--- src/rtl/pdu_gen_param_if.sv ---
// Flit/metadata input, packet and descriptor ring-buffer writes, occupancy feedback and stats.
// slave = generator side, master = upstream pipeline / ring-buffer side.
interface pdu_gen_param_if #(
    parameter int DATA_W  = 512,
    parameter int EMPTY_W = 6,
    parameter int DSC_QW  = 11,
    parameter int PKT_QW  = 13,
    parameter int RB_AW   = 10
);
    logic [DATA_W-1:0]  in_data;
    logic               in_sop;
    logic               in_eop;
    logic [EMPTY_W-1:0] in_empty;
    logic               in_valid;
    logic               in_ready;
    logic               in_meta_valid;
    logic [DSC_QW-1:0]  in_meta_dsc_queue;
    logic [PKT_QW-1:0]  in_meta_pkt_queue;
    logic               in_meta_drop;
    logic               in_meta_ready;
    logic               pkt_wr_en;
    logic [DATA_W-1:0]  pkt_wr_data;
    logic               pkt_wr_sop;
    logic               pkt_wr_eop;
    logic [RB_AW-1:0]   pkt_occup;
    logic               desc_wr_en;
    logic [DSC_QW-1:0]  desc_wr_dsc_queue;
    logic [PKT_QW-1:0]  desc_wr_pkt_queue;
    logic [15:0]        desc_wr_bytes;
    logic [15:0]        desc_wr_flits;
    logic               desc_wr_trunc;
    logic [RB_AW-1:0]   desc_occup;
    logic [31:0]        stat_pkts;
    logic [31:0]        stat_drops;
    logic [31:0]        stat_truncs;

    modport slave (
        input  in_data, in_sop, in_eop, in_empty, in_valid, in_meta_valid,
               in_meta_dsc_queue, in_meta_pkt_queue, in_meta_drop, pkt_occup, desc_occup,
        output in_ready, in_meta_ready, pkt_wr_en, pkt_wr_data, pkt_wr_sop, pkt_wr_eop,
               desc_wr_en, desc_wr_dsc_queue, desc_wr_pkt_queue, desc_wr_bytes, desc_wr_flits,
               desc_wr_trunc, stat_pkts, stat_drops, stat_truncs
    );

    modport master (
        output in_data, in_sop, in_eop, in_empty, in_valid, in_meta_valid,
               in_meta_dsc_queue, in_meta_pkt_queue, in_meta_drop, pkt_occup, desc_occup,
        input  in_ready, in_meta_ready, pkt_wr_en, pkt_wr_data, pkt_wr_sop, pkt_wr_eop,
               desc_wr_en, desc_wr_dsc_queue, desc_wr_pkt_queue, desc_wr_bytes, desc_wr_flits,
               desc_wr_trunc, stat_pkts, stat_drops, stat_truncs
    );
endinterface

--- src/rtl/pdu_gen_param.sv ---
// PDU generator: byte-swapped flits + one descriptor per packet; flits land 3 cycles after accept.
// in_ready drops combinationally when either ring buffer is almost full; stalls allowed mid-packet.
module pdu_gen_param #(
    parameter int DATA_W        = 512,
    parameter int EMPTY_W       = 6,
    parameter int DSC_QW        = 11,
    parameter int PKT_QW        = 13,
    parameter int RB_AW         = 10,
    parameter int MAX_PKT_FLITS = 24,
    parameter int SWAP_BYTES    = 1,
    parameter int PIPE_SLACK    = 4
) (
    input logic             clk,
    input logic             rst_n,
    pdu_gen_param_if.slave  bus
);
    localparam int BYTES    = DATA_W / 8;
    localparam int RB_DEPTH = 2 ** RB_AW;
    localparam logic [RB_AW:0] PKT_AF    = (RB_AW + 1)'(RB_DEPTH - PIPE_SLACK - MAX_PKT_FLITS);
    localparam logic [RB_AW:0] DSC_AF    = (RB_AW + 1)'(RB_DEPTH - PIPE_SLACK - 1);
    localparam logic [15:0]    BYTES16   = 16'(BYTES);
    localparam logic [15:0]    MAX16     = 16'(MAX_PKT_FLITS);
    localparam logic [15:0]    TRUNC_LEN = 16'(MAX_PKT_FLITS * BYTES);

    typedef enum logic [1:0] {IDLE, ACTIVE, DROP, TRUNC} state_t;

    typedef struct packed {
        logic              wr;
        logic              sop;
        logic              eop;
        logic [DATA_W-1:0] dat;
        logic              dvld;
        logic [DSC_QW-1:0] dq;
        logic [PKT_QW-1:0] pq;
        logic [15:0]       bytes;
        logic [15:0]       flits;
        logic              trunc;
    } stg_t;

    state_t             state, state_nxt;
    logic [15:0]        cnt, cnt_nxt, wr_cnt;
    logic [EMPTY_W-1:0] empty;
    logic [DATA_W-1:0]  swapped;
    logic               almost_full, acc, do_wr, drop_evt, meta_rdy;
    stg_t               s0;
    stg_t               pipe [3];
    logic [31:0]        stat_pkts, stat_drops, stat_truncs;

    assign empty       = bus.in_empty;
    assign almost_full = ({1'b0, bus.pkt_occup} >= PKT_AF) || ({1'b0, bus.desc_occup} >= DSC_AF);
    assign acc         = bus.in_valid & bus.in_meta_valid & ~almost_full;

    always_comb begin
        swapped = bus.in_data;
        if (SWAP_BYTES != 0) begin
            for (int i = 0; i < BYTES; i++) swapped[8*i +: 8] = bus.in_data[8*(BYTES-1-i) +: 8];
        end
    end

    always_comb begin
        state_nxt = state;
        cnt_nxt   = cnt;
        wr_cnt    = cnt + 16'd1;
        do_wr     = 1'b0;
        drop_evt  = 1'b0;
        s0        = '0;
        if (acc) begin
            // A sop always restarts, silently abandoning whatever packet was open.
            if (bus.in_sop) begin
                wr_cnt = 16'd1;
                if (bus.in_meta_drop) begin
                    state_nxt = bus.in_eop ? IDLE : DROP;
                    drop_evt  = bus.in_eop;
                end else begin
                    do_wr = 1'b1;
                end
            end else begin
                case (state)
                    ACTIVE: do_wr = 1'b1;
                    DROP: if (bus.in_eop) begin
                        state_nxt = IDLE;
                        drop_evt  = 1'b1;
                    end
                    TRUNC: if (bus.in_eop) begin
                        state_nxt = IDLE;
                        s0.dvld   = 1'b1;
                        s0.bytes  = TRUNC_LEN;
                        s0.flits  = MAX16;
                        s0.trunc  = 1'b1;
                    end
                    default: ;
                endcase
            end
            if (do_wr) begin
                cnt_nxt = wr_cnt;
                s0.wr   = 1'b1;
                s0.sop  = bus.in_sop;
                s0.dat  = swapped;
                if (bus.in_eop) begin
                    state_nxt = IDLE;
                    s0.eop    = 1'b1;
                    s0.dvld   = 1'b1;
                    s0.bytes  = (wr_cnt * BYTES16) - 16'(empty);
                    s0.flits  = wr_cnt;
                end else if (wr_cnt == MAX16) begin
                    state_nxt = TRUNC;
                    s0.eop    = 1'b1;
                end else begin
                    state_nxt = ACTIVE;
                end
            end
            if (s0.dvld) begin
                s0.dq = bus.in_meta_dsc_queue;
                s0.pq = bus.in_meta_pkt_queue;
            end
        end
    end

    always_ff @(posedge clk) begin
        if (!rst_n) begin
            state       <= IDLE;
            cnt         <= '0;
            meta_rdy    <= 1'b0;
            stat_pkts   <= '0;
            stat_drops  <= '0;
            stat_truncs <= '0;
            for (int i = 0; i < 3; i++) pipe[i] <= '0;
        end else begin
            state    <= state_nxt;
            cnt      <= cnt_nxt;
            meta_rdy <= acc & bus.in_eop;
            pipe[0]  <= s0;
            pipe[1]  <= pipe[0];
            pipe[2]  <= pipe[1];
            if (drop_evt) stat_drops <= stat_drops + 32'd1;
            // Counted on entry to the output stage so stats move with desc_wr_en.
            if (pipe[1].dvld) begin
                stat_pkts <= stat_pkts + 32'd1;
                if (pipe[1].trunc) stat_truncs <= stat_truncs + 32'd1;
            end
        end
    end

    assign bus.in_ready          = ~almost_full;
    assign bus.in_meta_ready     = meta_rdy;
    assign bus.pkt_wr_en         = pipe[2].wr;
    assign bus.pkt_wr_data       = pipe[2].dat;
    assign bus.pkt_wr_sop        = pipe[2].sop;
    assign bus.pkt_wr_eop        = pipe[2].eop;
    assign bus.desc_wr_en        = pipe[2].dvld;
    assign bus.desc_wr_dsc_queue = pipe[2].dq;
    assign bus.desc_wr_pkt_queue = pipe[2].pq;
    assign bus.desc_wr_bytes     = pipe[2].bytes;
    assign bus.desc_wr_flits     = pipe[2].flits;
    assign bus.desc_wr_trunc     = pipe[2].trunc;
    assign bus.stat_pkts         = stat_pkts;
    assign bus.stat_drops        = stat_drops;
    assign bus.stat_truncs       = stat_truncs;
endmodule

--- src/flat_wrapper.sv ---
// flat-port wrapper written by rule: the top's interface ports become plain ports
module pdu_gen_param_flat 
#(
    parameter int DATA_W        = 512,
    parameter int EMPTY_W       = 6,
    parameter int DSC_QW        = 11,
    parameter int PKT_QW        = 13,
    parameter int RB_AW         = 10,
    parameter int MAX_PKT_FLITS = 24,
    parameter int SWAP_BYTES    = 1,
    parameter int PIPE_SLACK    = 4
)
  (clk, rst_n, bus_in_data, bus_in_sop, bus_in_eop, bus_in_empty, bus_in_valid, bus_in_meta_valid, bus_in_meta_dsc_queue, bus_in_meta_pkt_queue, bus_in_meta_drop, bus_pkt_occup, bus_desc_occup, bus_in_ready, bus_in_meta_ready, bus_pkt_wr_en, bus_pkt_wr_data, bus_pkt_wr_sop, bus_pkt_wr_eop, bus_desc_wr_en, bus_desc_wr_dsc_queue, bus_desc_wr_pkt_queue, bus_desc_wr_bytes, bus_desc_wr_flits, bus_desc_wr_trunc, bus_stat_pkts, bus_stat_drops, bus_stat_truncs);
  pdu_gen_param_if #(.DATA_W(DATA_W), .EMPTY_W(EMPTY_W), .DSC_QW(DSC_QW), .PKT_QW(PKT_QW), .RB_AW(RB_AW)) bus_i ();
  input logic clk;
  input logic rst_n;
  input wire logic [$bits(bus_i.in_data)-1:0] bus_in_data;
  input wire logic [$bits(bus_i.in_sop)-1:0] bus_in_sop;
  input wire logic [$bits(bus_i.in_eop)-1:0] bus_in_eop;
  input wire logic [$bits(bus_i.in_empty)-1:0] bus_in_empty;
  input wire logic [$bits(bus_i.in_valid)-1:0] bus_in_valid;
  input wire logic [$bits(bus_i.in_meta_valid)-1:0] bus_in_meta_valid;
  input wire logic [$bits(bus_i.in_meta_dsc_queue)-1:0] bus_in_meta_dsc_queue;
  input wire logic [$bits(bus_i.in_meta_pkt_queue)-1:0] bus_in_meta_pkt_queue;
  input wire logic [$bits(bus_i.in_meta_drop)-1:0] bus_in_meta_drop;
  input wire logic [$bits(bus_i.pkt_occup)-1:0] bus_pkt_occup;
  input wire logic [$bits(bus_i.desc_occup)-1:0] bus_desc_occup;
  output wire logic [$bits(bus_i.in_ready)-1:0] bus_in_ready;
  output wire logic [$bits(bus_i.in_meta_ready)-1:0] bus_in_meta_ready;
  output wire logic [$bits(bus_i.pkt_wr_en)-1:0] bus_pkt_wr_en;
  output wire logic [$bits(bus_i.pkt_wr_data)-1:0] bus_pkt_wr_data;
  output wire logic [$bits(bus_i.pkt_wr_sop)-1:0] bus_pkt_wr_sop;
  output wire logic [$bits(bus_i.pkt_wr_eop)-1:0] bus_pkt_wr_eop;
  output wire logic [$bits(bus_i.desc_wr_en)-1:0] bus_desc_wr_en;
  output wire logic [$bits(bus_i.desc_wr_dsc_queue)-1:0] bus_desc_wr_dsc_queue;
  output wire logic [$bits(bus_i.desc_wr_pkt_queue)-1:0] bus_desc_wr_pkt_queue;
  output wire logic [$bits(bus_i.desc_wr_bytes)-1:0] bus_desc_wr_bytes;
  output wire logic [$bits(bus_i.desc_wr_flits)-1:0] bus_desc_wr_flits;
  output wire logic [$bits(bus_i.desc_wr_trunc)-1:0] bus_desc_wr_trunc;
  output wire logic [$bits(bus_i.stat_pkts)-1:0] bus_stat_pkts;
  output wire logic [$bits(bus_i.stat_drops)-1:0] bus_stat_drops;
  output wire logic [$bits(bus_i.stat_truncs)-1:0] bus_stat_truncs;
  assign bus_i.in_data = bus_in_data;
  assign bus_i.in_sop = bus_in_sop;
  assign bus_i.in_eop = bus_in_eop;
  assign bus_i.in_empty = bus_in_empty;
  assign bus_i.in_valid = bus_in_valid;
  assign bus_i.in_meta_valid = bus_in_meta_valid;
  assign bus_i.in_meta_dsc_queue = bus_in_meta_dsc_queue;
  assign bus_i.in_meta_pkt_queue = bus_in_meta_pkt_queue;
  assign bus_i.in_meta_drop = bus_in_meta_drop;
  assign bus_i.pkt_occup = bus_pkt_occup;
  assign bus_i.desc_occup = bus_desc_occup;
  assign bus_in_ready = bus_i.in_ready;
  assign bus_in_meta_ready = bus_i.in_meta_ready;
  assign bus_pkt_wr_en = bus_i.pkt_wr_en;
  assign bus_pkt_wr_data = bus_i.pkt_wr_data;
  assign bus_pkt_wr_sop = bus_i.pkt_wr_sop;
  assign bus_pkt_wr_eop = bus_i.pkt_wr_eop;
  assign bus_desc_wr_en = bus_i.desc_wr_en;
  assign bus_desc_wr_dsc_queue = bus_i.desc_wr_dsc_queue;
  assign bus_desc_wr_pkt_queue = bus_i.desc_wr_pkt_queue;
  assign bus_desc_wr_bytes = bus_i.desc_wr_bytes;
  assign bus_desc_wr_flits = bus_i.desc_wr_flits;
  assign bus_desc_wr_trunc = bus_i.desc_wr_trunc;
  assign bus_stat_pkts = bus_i.stat_pkts;
  assign bus_stat_drops = bus_i.stat_drops;
  assign bus_stat_truncs = bus_i.stat_truncs;
  pdu_gen_param #(.DATA_W(DATA_W), .EMPTY_W(EMPTY_W), .DSC_QW(DSC_QW), .PKT_QW(PKT_QW), .RB_AW(RB_AW), .MAX_PKT_FLITS(MAX_PKT_FLITS), .SWAP_BYTES(SWAP_BYTES), .PIPE_SLACK(PIPE_SLACK)) u_core (.clk(clk), .rst_n(rst_n), .bus(bus_i));
endmodule
--- config.mk ---
export PLATFORM = sky130hd
export DESIGN_NAME = pdu_gen_param_flat
export DESIGN_NICKNAME = d
export VERILOG_FILES = /design/src/rtl/pdu_gen_param_if.sv /design/src/rtl/pdu_gen_param.sv /design/src/flat_wrapper.sv
export SDC_FILE = /design/constraint.sdc
export NUM_CORES = 2
export LEC_CHECK = 0
export CORE_AREA = 2 2 477 479
export DETAILED_ROUTE_END_ITERATION = 8
export DIE_AREA = 0 0 479 481
export PLACE_DENSITY = 0.53
export SLEW_MARGIN = 40
export SYNTH_ARGS = -nofsm -noshare
export SYNTH_HDL_FRONTEND = slang
export SYNTH_SLANG_ARGS = --single-unit
--- constraint.sdc ---
create_clock -name clk -period 3.51 [get_ports clk]
set_input_delay 1.053 -clock clk [delete_from_list [all_inputs] [get_ports clk]]
set_output_delay 1.053 -clock clk [all_outputs]
set_load 0.01 [all_outputs]
==> metrics.txt <==
final critical-path share of the clock period 99.0%; EDFF count, synth 0; CP Max Fanout 2; status finished clean; Die ar. 0.230 mm²; initial DRC count 1383; post-synth cell types 49; effective utilization at floorplan 24.8%; kind of launch point of the worst setup path input port; max-cap viol count 0; height of the chip 481 µm; worst-case headroom to the max-slew limit 48.1%; CTS tree done; CP peak stage delay 0.46 ns; setup violators final 0; endpoint of the worst register-to-register path u_core.bus.stat_drops[27]; FFs w/ async S/R, synth 0%; origin of the critical flop-to-flop path u_core.bus.stat_drops[3]; Syn Inst Count 4917; antenna violations before repair 39; post-placement cell area 0.0677 mm²; post-synthesis area per instance 11.4 µm²; P per Cell Area 570 mW/mm²; maximum clock frequency 0.288 GHz; CTS Hold Bufs 0; routed vias/inst 3.69; Syn Nets 5491; count of pins on the block boundary 1240; ordered cell list for the critical path clkdlybuf4s50_1, nand3_1, or3_4, and2_1, dlygate4sd2_1; number of routed nets with antenna violations 0; Detailed Place HPWL 121 mm; NumNets Final 6194; worst hold margin 0.354 ns; Max Buffers Root-to-Sink 3; most numerous cell types in the synthesized netlist sky130_fd_sc_hd__dfxtp_1, sky130_fd_sc_hd__and2_1, sky130_fd_sc_hd__buf_4, sky130_fd_sc_hd__clkbuf_1, sky130_fd_sc_hd__nor2_1; total wire length after detailed routing 160 mm; fraction of the yosys area taken by sequential cells 65.7%; global-route total usage across every layer 13.5%; largest net degree at the start of global routing 209; number of global-route vias before repair 32800; number of hold violations in the final report 0; synth-to-layout area growth 32.6%; number of sinks on the clock net 1834; grt total ovfl 0; final weighted congestion of routability-driven global placement 0.804; leading cell types by total area after synthesis sky130_fd_sc_hd__dfxtp_1, sky130_fd_sc_hd__and2_1, sky130_fd_sc_hd__buf_4; H-tree Lvls 4; number of cells on the worst reg-to-reg path 6; vias 32500; P_leak 0.0288 µW; final critical delay including setup and external delays 3.48 ns; area share of the largest cell type after synthesis 65.7%; buffer cell driving the clock tree root sky130_fd_sc_hd__clkbuf_16; cell type contributing the most total cell area after synthesis sky130_fd_sc_hd__dfxtp_1; critical path class in -> out; most common cell in the netlist sky130_fd_sc_hd__dfxtp_1; register clock-pin slew on the reported worst setup and hold paths 0.06 ns; final max-slew violation count 0; reg-to-reg setup timing slack 1.00 ns; Critical Path RT 2.46 ns; area of the core region 0.226 mm²; Setup Total Neg Slack 0 ns; number of storage elements in the synthesis netlist 1834; worst setup skew after layout 0.0794 ns; insertion delay of the later-clocked pin in the worst-skew pair 0.84 ns; number of detailed-route iterations in the first pass 5; RSZ-0062 raised after global routing no; mapped cell area 0.0559 mm²; post-layout instance area 0.0741 mm²; worst hold path startpoint u_core.pipe[0][327]; arrival time of the worst setup path 2.42 ns; total number of yosys warnings 0; Post-route DRC 0; worst-path cell with the longest stage delay sky130_fd_sc_hd__clkdlybuf4s50_1; Worst Max-Slew Pin Slew 0.779 ns; VDD IR max 0.375 mV; routed length per instance 18.2 µm; proportion of layout cells with a drive suffix above 1 6.65%; number of placement rows 175; endpoint with the worst hold slack u_core.pipe[0][900]; Tot Pwr 42300 µW; Worst setup EP type primary output; path class of the lowest-slack min-delay path reg -> reg; dominant synthesized flop cell sky130_fd_sc_hd__dfxtp_1; die width 479 µm; global-route wire length before repair 226 mm; number of buffers created by CTS 191; count of input and output buffers 1237; cell depth of the worst min-delay path 1
## power breakdown
group	internal [µW]	switching, µW
combinational	708	398
sequential	20900	43.8
clock	11500	8640
## worst max path at each step
stage | startpoint | end | slack [ns] | cells after the start
floorplan | bus_desc_occup[1] | bus_in_ready | 0.67 | 4
global route | bus_desc_occup[6] | bus_in_ready | 0.002 | 5
finish | bus_desc_occup[6] | bus_in_ready | 0.03 | 5
global placement | bus_desc_occup[3] | bus_in_ready | -0.23 | 5
CTS | bus_desc_occup[1] | bus_in_ready | 0.03 | 5
detailed placement | bus_desc_occup[1] | bus_in_ready | -0.17 | 5
## layout by cell type, fill, tap and decap left out, types with 11 or more instances in the layout
cell,count
sky130_fd_sc_hd__diode_2,23
sky130_fd_sc_hd__dfxtp_1,1834
sky130_fd_sc_hd__o21ai_0,33
sky130_fd_sc_hd__nand4_1,32
sky130_fd_sc_hd__clkinv_2,32
sky130_fd_sc_hd__clkbuf_1,39
sky130_fd_sc_hd__xor2_1,44
sky130_fd_sc_hd__and3_1,19
sky130_fd_sc_hd__clkbuf_8,36
sky130_fd_sc_hd__or3_1,26
sky130_fd_sc_hd__clkdlybuf4s50_1,1235
sky130_fd_sc_hd__nand2_1,52
sky130_fd_sc_hd__buf_12,21
sky130_fd_sc_hd__nor3_1,31
sky130_fd_sc_hd__and4_1,12
sky130_fd_sc_hd__inv_1,15
sky130_fd_sc_hd__a21oi_1,40
sky130_fd_sc_hd__buf_4,42
sky130_fd_sc_hd__clkbuf_16,192
sky130_fd_sc_hd__nor2_1,125
sky130_fd_sc_hd__xnor2_1,40
sky130_fd_sc_hd__mux2i_1,11
sky130_fd_sc_hd__nand3_1,47
sky130_fd_sc_hd__and2_1,1691
## metal layers
| metal | part of all wire, % | global-route usage, % | vias up |
|---|---|---|---|
| met2 | 46 | 21.7 | 1122 |
| met4 | 3.1 | 5.20 | 12 |
| met1 | 40 | 15.2 | 15100 |
| met5 | 0.050 | 0 | - |
| li1 | - | - | 16000 |
| met3 | 11 | 6.52 | 241 |
## stage by stage
| stage | worst slack (ns) | instances | util [%] |
|---|---|---|---|
| 5_1_grt | 0.00162 | 8796 | 32.8 |
| 3_5_place_dp | -0.169 | 8436 | 30.0 |
| 2_1_floorplan | 0.672 | 4917 | - |
| 6_report | 0.0339 | 8805 | 32.8 |
| 4_1_cts | 0.0309 | 8782 | 32.8 |
| 3_3_place_gp | -0.231 | 8436 | 30.0 |
## logic make-up after synthesis
family / Yosys count / share of synthesized area, %
fa+ha+maj: 5 / 0.112
compound gates: 94 / 0.974
simple gates: 2082 / 22.5
xor+xnor: 84 / 1.32
mux: 12 / 0.217
buf+inv: 806 / 9.23
flops: 1834 / 65.7
## critical path, delay by kind of cell
family        cells  cell delay (ns)
buf+inv           2             0.74
simple gates      3             0.63
## registers in the layout, indices dropped and copies added, names as in the netlist
register	count
u_core.state	2
u_core.bus.stat_truncs	32
u_core.cnt	16
u_core.bus.stat_pkts	32
u_core.pipe	1719
u_core.bus.in_meta_ready	1
u_core.bus.stat_drops	32
## final cells by class
| class | instances | area, µm² |
|---|---|---|
| inverters | 16 | 61.3 |
| fillers | 22600 | 152000 |
| clock inverters | 79 | 920 |
| multi-input cells | 2277 | 14000 |
| repair buffers | 1300 | 13100 |
| well taps | 3009 | 3760 |
| clock buffers | 267 | 5450 |
| diodes | 23 | 57.6 |
| flip-flops and latches | 1834 | 36700 |
## what timing repair did
action | CTS | global route
hold endpoints to repair | 0 | 0
resized for setup | 1 | 1
pin swaps | 0 | 1
setup endpoints to repair | 1 | 1
setup buffers | 0 | 0
Power figures use the tool's default switching activity.
